**src/rtl/dsp_ctrl_pkg.sv**
```systemverilog
// Shared field positions and select/carry-in encodings for the DSP slice control word.
package dsp_ctrl_pkg;

    localparam int unsigned OPMODE_W = 7;
    localparam int unsigned ALUMODE_W = 4;
    localparam int unsigned CARRYINSEL_W = 3;

    localparam int unsigned X_LSB = 0;
    localparam int unsigned Y_LSB = 2;
    localparam int unsigned Z_LSB = 4;

    localparam logic [1:0] X_ZERO = 2'b00;
    localparam logic [1:0] X_M    = 2'b01;
    localparam logic [1:0] X_P    = 2'b10;
    localparam logic [1:0] X_AB   = 2'b11;

    localparam logic [1:0] Y_ZERO = 2'b00;
    localparam logic [1:0] Y_M    = 2'b01;
    localparam logic [1:0] Y_ALL1 = 2'b10;
    localparam logic [1:0] Y_C    = 2'b11;

    localparam logic [2:0] Z_ZERO   = 3'b000;
    localparam logic [2:0] Z_PCIN   = 3'b001;
    localparam logic [2:0] Z_P      = 3'b010;
    localparam logic [2:0] Z_C      = 3'b011;
    localparam logic [2:0] Z_PMACC  = 3'b100;
    localparam logic [2:0] Z_PCIN17 = 3'b101;
    localparam logic [2:0] Z_P17    = 3'b110;
    localparam logic [2:0] Z_RSVD   = 3'b111;

    localparam logic [2:0] CIS_CARRYIN = 3'b000;
    localparam logic [2:0] CIS_PCIN_N  = 3'b001;
    localparam logic [2:0] CIS_CASCIN  = 3'b010;
    localparam logic [2:0] CIS_PCIN    = 3'b011;
    localparam logic [2:0] CIS_CASCOUT = 3'b100;
    localparam logic [2:0] CIS_P_N     = 3'b101;
    // Multiplier-sign carry: only meaningful when the M register is present.
    localparam logic [2:0] CIS_AB_XNOR = 3'b110;
    localparam logic [2:0] CIS_RSVD    = 3'b111;

endpackage

```
**src/rtl/ctrl_reg.sv**
```systemverilog
// Optional control register with clock enable and synchronous reset; bypassed when REG is 0.
module ctrl_reg #(
    parameter int unsigned WIDTH = 1,
    parameter int unsigned REG   = 1
) (
    input  logic             clk,
    input  logic             rst,
    input  logic             ce,
    input  logic [WIDTH-1:0] d,
    output logic [WIDTH-1:0] q
);

    if (REG != 0) begin : g_reg
        logic [WIDTH-1:0] q_r;

        always_ff @(posedge clk) begin
            if (rst) begin
                q_r <= '0;
            end else if (ce) begin
                q_r <= d;
            end
        end

        assign q = q_r;
    end else begin : g_bypass
        logic unused_ctrl;
        assign unused_ctrl = ^{clk, rst, ce};
        assign q = d;
    end

endmodule

```
**src/rtl/dsp_ctrl_decoder.sv**
```systemverilog
// DSP slice control-word front end: optional registers, X/Y/Z select split,
// legality flagging and a saturating illegal-word counter.
module dsp_ctrl_decoder
    import dsp_ctrl_pkg::*;
#(
    parameter int unsigned OPMODEREG  = 1,
    parameter int unsigned ALUMODEREG = 1,
    parameter int unsigned MREG       = 1
) (
    input  logic                    CLK,
    input  logic                    RSTCTRL,
    input  logic                    CECTRL,
    input  logic                    CEALUMODE,
    input  logic [OPMODE_W-1:0]     OPMODE,
    input  logic [ALUMODE_W-1:0]    ALUMODE,
    input  logic [CARRYINSEL_W-1:0] CARRYINSEL,
    output logic [1:0]              x_sel,
    output logic [1:0]              y_sel,
    output logic [2:0]              z_sel,
    output logic [ALUMODE_W-1:0]    alumode_q,
    output logic [CARRYINSEL_W-1:0] carryin_sel,
    output logic                    opmode_invalid,
    output logic [7:0]              invalid_cnt
);

    logic [OPMODE_W-1:0]     opmode_eff;
    logic [CARRYINSEL_W-1:0] carryin_eff;
    logic                    accept;
    logic                    d_illegal;
    logic [7:0]              cnt_q;
    logic [7:0]              cnt_d;

    function automatic logic is_illegal(input logic [OPMODE_W-1:0]     op,
                                        input logic [CARRYINSEL_W-1:0] cis);
        logic x_m;
        logic y_m;
        x_m = (op[X_LSB +: 2] == X_M);
        y_m = (op[Y_LSB +: 2] == Y_M);
        return (x_m ^ y_m) || (op[Z_LSB +: 3] == Z_RSVD) ||
               ((cis == CIS_AB_XNOR) && (MREG == 0)) || (cis == CIS_RSVD);
    endfunction

    ctrl_reg #(.WIDTH(OPMODE_W), .REG(OPMODEREG)) u_opmode_reg (
        .clk (CLK),
        .rst (RSTCTRL),
        .ce  (CECTRL),
        .d   (OPMODE),
        .q   (opmode_eff)
    );

    ctrl_reg #(.WIDTH(ALUMODE_W), .REG(ALUMODEREG)) u_alumode_reg (
        .clk (CLK),
        .rst (RSTCTRL),
        .ce  (CEALUMODE),
        .d   (ALUMODE),
        .q   (alumode_q)
    );

    ctrl_reg #(.WIDTH(CARRYINSEL_W), .REG(OPMODEREG)) u_carryinsel_reg (
        .clk (CLK),
        .rst (RSTCTRL),
        .ce  (CECTRL),
        .d   (CARRYINSEL),
        .q   (carryin_eff)
    );

    assign x_sel          = opmode_eff[X_LSB +: 2];
    assign y_sel          = opmode_eff[Y_LSB +: 2];
    assign z_sel          = opmode_eff[Z_LSB +: 3];
    assign carryin_sel    = carryin_eff;
    assign opmode_invalid = is_illegal(opmode_eff, carryin_eff);

    // Count on the D-side word so the count lands one cycle after acceptance in both modes.
    assign accept    = (OPMODEREG != 0) ? CECTRL : 1'b1;
    assign d_illegal = is_illegal(OPMODE, CARRYINSEL);

    always_comb begin
        cnt_d = cnt_q;
        if (accept && d_illegal && (cnt_q != 8'hFF)) begin
            cnt_d = cnt_q + 8'd1;
        end
    end

    always_ff @(posedge CLK) begin
        if (RSTCTRL) begin
            cnt_q <= '0;
        end else begin
            cnt_q <= cnt_d;
        end
    end

    assign invalid_cnt = cnt_q;

endmodule

```
**config.mk**
```make
export PLATFORM = sky130hd
export DESIGN_NAME = dsp_ctrl_decoder
export DESIGN_NICKNAME = d
export VERILOG_FILES = /design/src/rtl/dsp_ctrl_pkg.sv /design/src/rtl/ctrl_reg.sv /design/src/rtl/dsp_ctrl_decoder.sv
export SDC_FILE = /design/constraint.sdc
export NUM_CORES = 1
export LEC_CHECK = 0
export ABC_AREA = 1
export ABC_CLOCK_PERIOD_IN_PS = 1700
export BUFFER_PORTS_ARGS = -buffer_cell sky130_fd_sc_hd__buf_4
export CORE_MARGIN = 2
export CORE_UTILIZATION = 47
export DETAILED_ROUTE_END_ITERATION = 7
export PLACE_DENSITY_LB_ADDON = 0.12
export SYNTH_ARGS = -nofsm -noshare
export SYNTH_HDL_FRONTEND = slang
export SYNTH_SLANG_ARGS = --single-unit
```
**constraint.sdc**
```tcl
create_clock -name CLK -period 1.7 [get_ports CLK]
set_input_delay 0.085 -clock CLK [delete_from_list [all_inputs] [get_ports CLK]]
set_output_delay 0.085 -clock CLK [all_outputs]
set_load 0.01 [all_outputs]
```
==> metrics <==
met1 usage=23.68%; IO buf count=40; Ys Warns=0; GPL Wtd Cong=0.7825; clk_skew=around 8.5 ps; clk sinks=22; Clk Tree Root Cell=clkbuf_4; Final TNS setup=0 ps; post-cts resize count=0; DRT antenna net count=0; grt peak-use layer=met2; Leak=0.6837 nW; number of global-route vias before repair=approximately 990; layout cell share with drive strength beyond 1=approximately a quarter; Syn Area/Cell=between 6 and 7 um2; Worst Path Class, Setup=reg2reg; CTS Buffer Depth=2; FF+latch count, synth=22; failing checks=hold timing; largest fanout on the critical path=8; RSZ-0062 raised after global routing=no; Core Area=roughly 2200 um2; layout net count=approximately 220; wire per inst=between 10 and 15 um; grt total ovfl=0; top-level port count=41; global-route track usage on met2=34.62%; Pwr Density=684.3 nW/um2; overall power=a little under 1 mW; Min Clock Period, post-route=between 1000 and 1500 ps; worst min path class=in2reg; cts bufs inserted=3; Worst-Margin Slew=406.0 ps; die area=approximately 2700 um2; drt drc=0; num rows=17; Startpoint Class=register; CTS Hold Bufs=2; sequential share of power=57.4%; Final Util=65.92%; Distinct cells, synth=20; Power Internal=0.7157 mW; Clock Latency Late Sink=around 300 ps; fraction of the cycle the final worst path needs=about 84%; max cap viols=0; DRT iter0 DRCs=20; Syn Nets=173; switching pwr=0.2629 mW; f_max=~0.7 GHz; TritonCTS clock tree=yes; maximum vdd ir drop=0.0005520 V; status=complete, but fails checks; Area growth syn-to-layout=34.31%; Synth Cell Area=about 1100 um2; post-synthesis cell count=154; Die Ht=slightly above 50 um; Global Route Usage Sum=between 10% and 20%; DR vias/cell=5.063; Clock power frac=23.6%; first-pass GRT wire length=approximately 4000 um; DRT Pass-1 Iters=6; Setup violations, final=0; Die W=51.60 um; WL final=2528 um; Logic pwr share=19.0%; largest net degree at the start of global routing=25; CP required=1940 ps; Starting Density=49.08%; Setup Buffers After CTS=0; CTS HTree Levels=1; DP Area=approximately 1400 um2; Final Cell Area=1430 um2; Fin. Hold Viols=1; DP HPWL=1923 um; CP Data Arrival Time=1670 ps; n_diodes=0; initial antenna violation count=0; Worst slew margin=72.91%; via count=~1.1k; Slew Viols, Final=0; Clock transition at path regs=120 ps; register area share after synthesis=just over 40%; Min Hold Slack=-2.740 ps; sw frac=26.87%; met3 Use GR=3.736%; Setup crit end kind=register
==> critical path, cell delays in order (launching register included) <==
cell and delay, ps:
dfxtp_1 410, ha_1 250, nand2_2 100, nor2_4 130, nand3_4 120, nand3_4 150
nand2_1 70, a21oi_1 140
==> cells by family after synthesis <==
kind of cell	Yosys count	share of synthesized area (%)
buffers and inverters	22	7.872
adders and majority gates	1	1.175
DFF	22	41.36
AOI/OAI and AO/OA	27	12.81
and+or+nand+nor	80	35.14
xor gates and xnor gates	2	1.645
==> flip-flops by register name, indices dropped and copies added (netlist names) <==
| register | count |
|---|---|
| invalid_cnt | 8 |
| u_opmode_reg.q | 7 |
| u_alumode_reg.q | 4 |
| u_carryinsel_reg.q | 3 |
==> cells in the final DEF (no fill, tap or decap), types with 2 or more instances in the layout <==
cell type,count
nand2_1,31
nand3_1,6
nor2_1,28
clkbuf_4,3
dfxtp_1,22
nand3_4,2
nand2_2,2
dlygate4sd3_1,2
buf_4,40
inv_1,18
o21ai_0,16
nand4_1,8
a21oi_1,10
==> final cells by class <==
cell class / count / area (um2)
Tap cell: 28 / 35.03
Fill cell: 202 / 739.5
Sequential cell: 22 / 440.4
Timing Repair Buffer: 42 / 320.3
Multi-Input combinational cell: 110 / 540.5
Inverter: 19 / 71.32
Clock buffer: 3 / 22.52
==> layer usage <==
metal / vias up / wire length [um]
met2: 26 / 1260
met1: 519 / 1115
li1: 584 / -
met4: 0 / 36
met5: - / 0
met3: 5 / 115
==> through the flow <==
step,std cells,setup WS [ps]
detailed placement,219,312.1
global route,224,144.5
CTS,224,283.5
finish,224,268.1
global placement,219,382.0
floorplan,154,379.6
==> final timing paths <==
path,startpoint,end,slack [ps],cells after the start
worst max-delay path,invalid_cnt[1]$_SDFFE_PP0P_,invalid_cnt[7]$_SDFFE_PP0P_,270,7
worst min-delay path,ALUMODE[3],u_alumode_reg.q[3]$_SDFFE_PP0P_,-3,3
worst max register to register,invalid_cnt[1]$_SDFFE_PP0P_,invalid_cnt[7]$_SDFFE_PP0P_,270,7
worst min register to register,u_alumode_reg.q[0]$_SDFFE_PP0P_,u_alumode_reg.q[0]$_SDFFE_PP0P_,520,2
==> Yosys cell counts <==
cell      instances  area [um2]
dfxtp_1          22       440.4
nor2_2            1       6.260
xor2_1            1       8.760
buf_2             1       5.000
ha_1              1       12.51
nand2_1          31       116.4
nand3_1           6       30.03
inv_1            18       67.56
clkbuf_1          2       7.510
a21oi_1          10       50.05
xnor2_1           1       8.760
a31oi_1           1       6.260
nand2_2           2       12.51
nand3_4           2       35.03
nand4_1           8       50.05
nand3b_1          1       7.510
nor2_1           28       105.1
o21ai_0          16       80.08
inv_2             1       3.750
nor2_4            1       11.26
==> power groups by stage <==
stage,registers [mW],clock network [mW],logic (mW)
2_1_floorplan,0.583,0,0.0741
3_3_place_gp,0.571,0,0.179
3_5_place_dp,0.572,0,0.183
4_1_cts,0.561,0.238,0.187
5_1_grt,0.564,0.255,0.205
6_report,0.561,0.231,0.186
No activity file was read; power rests on OpenSTA's default activity.
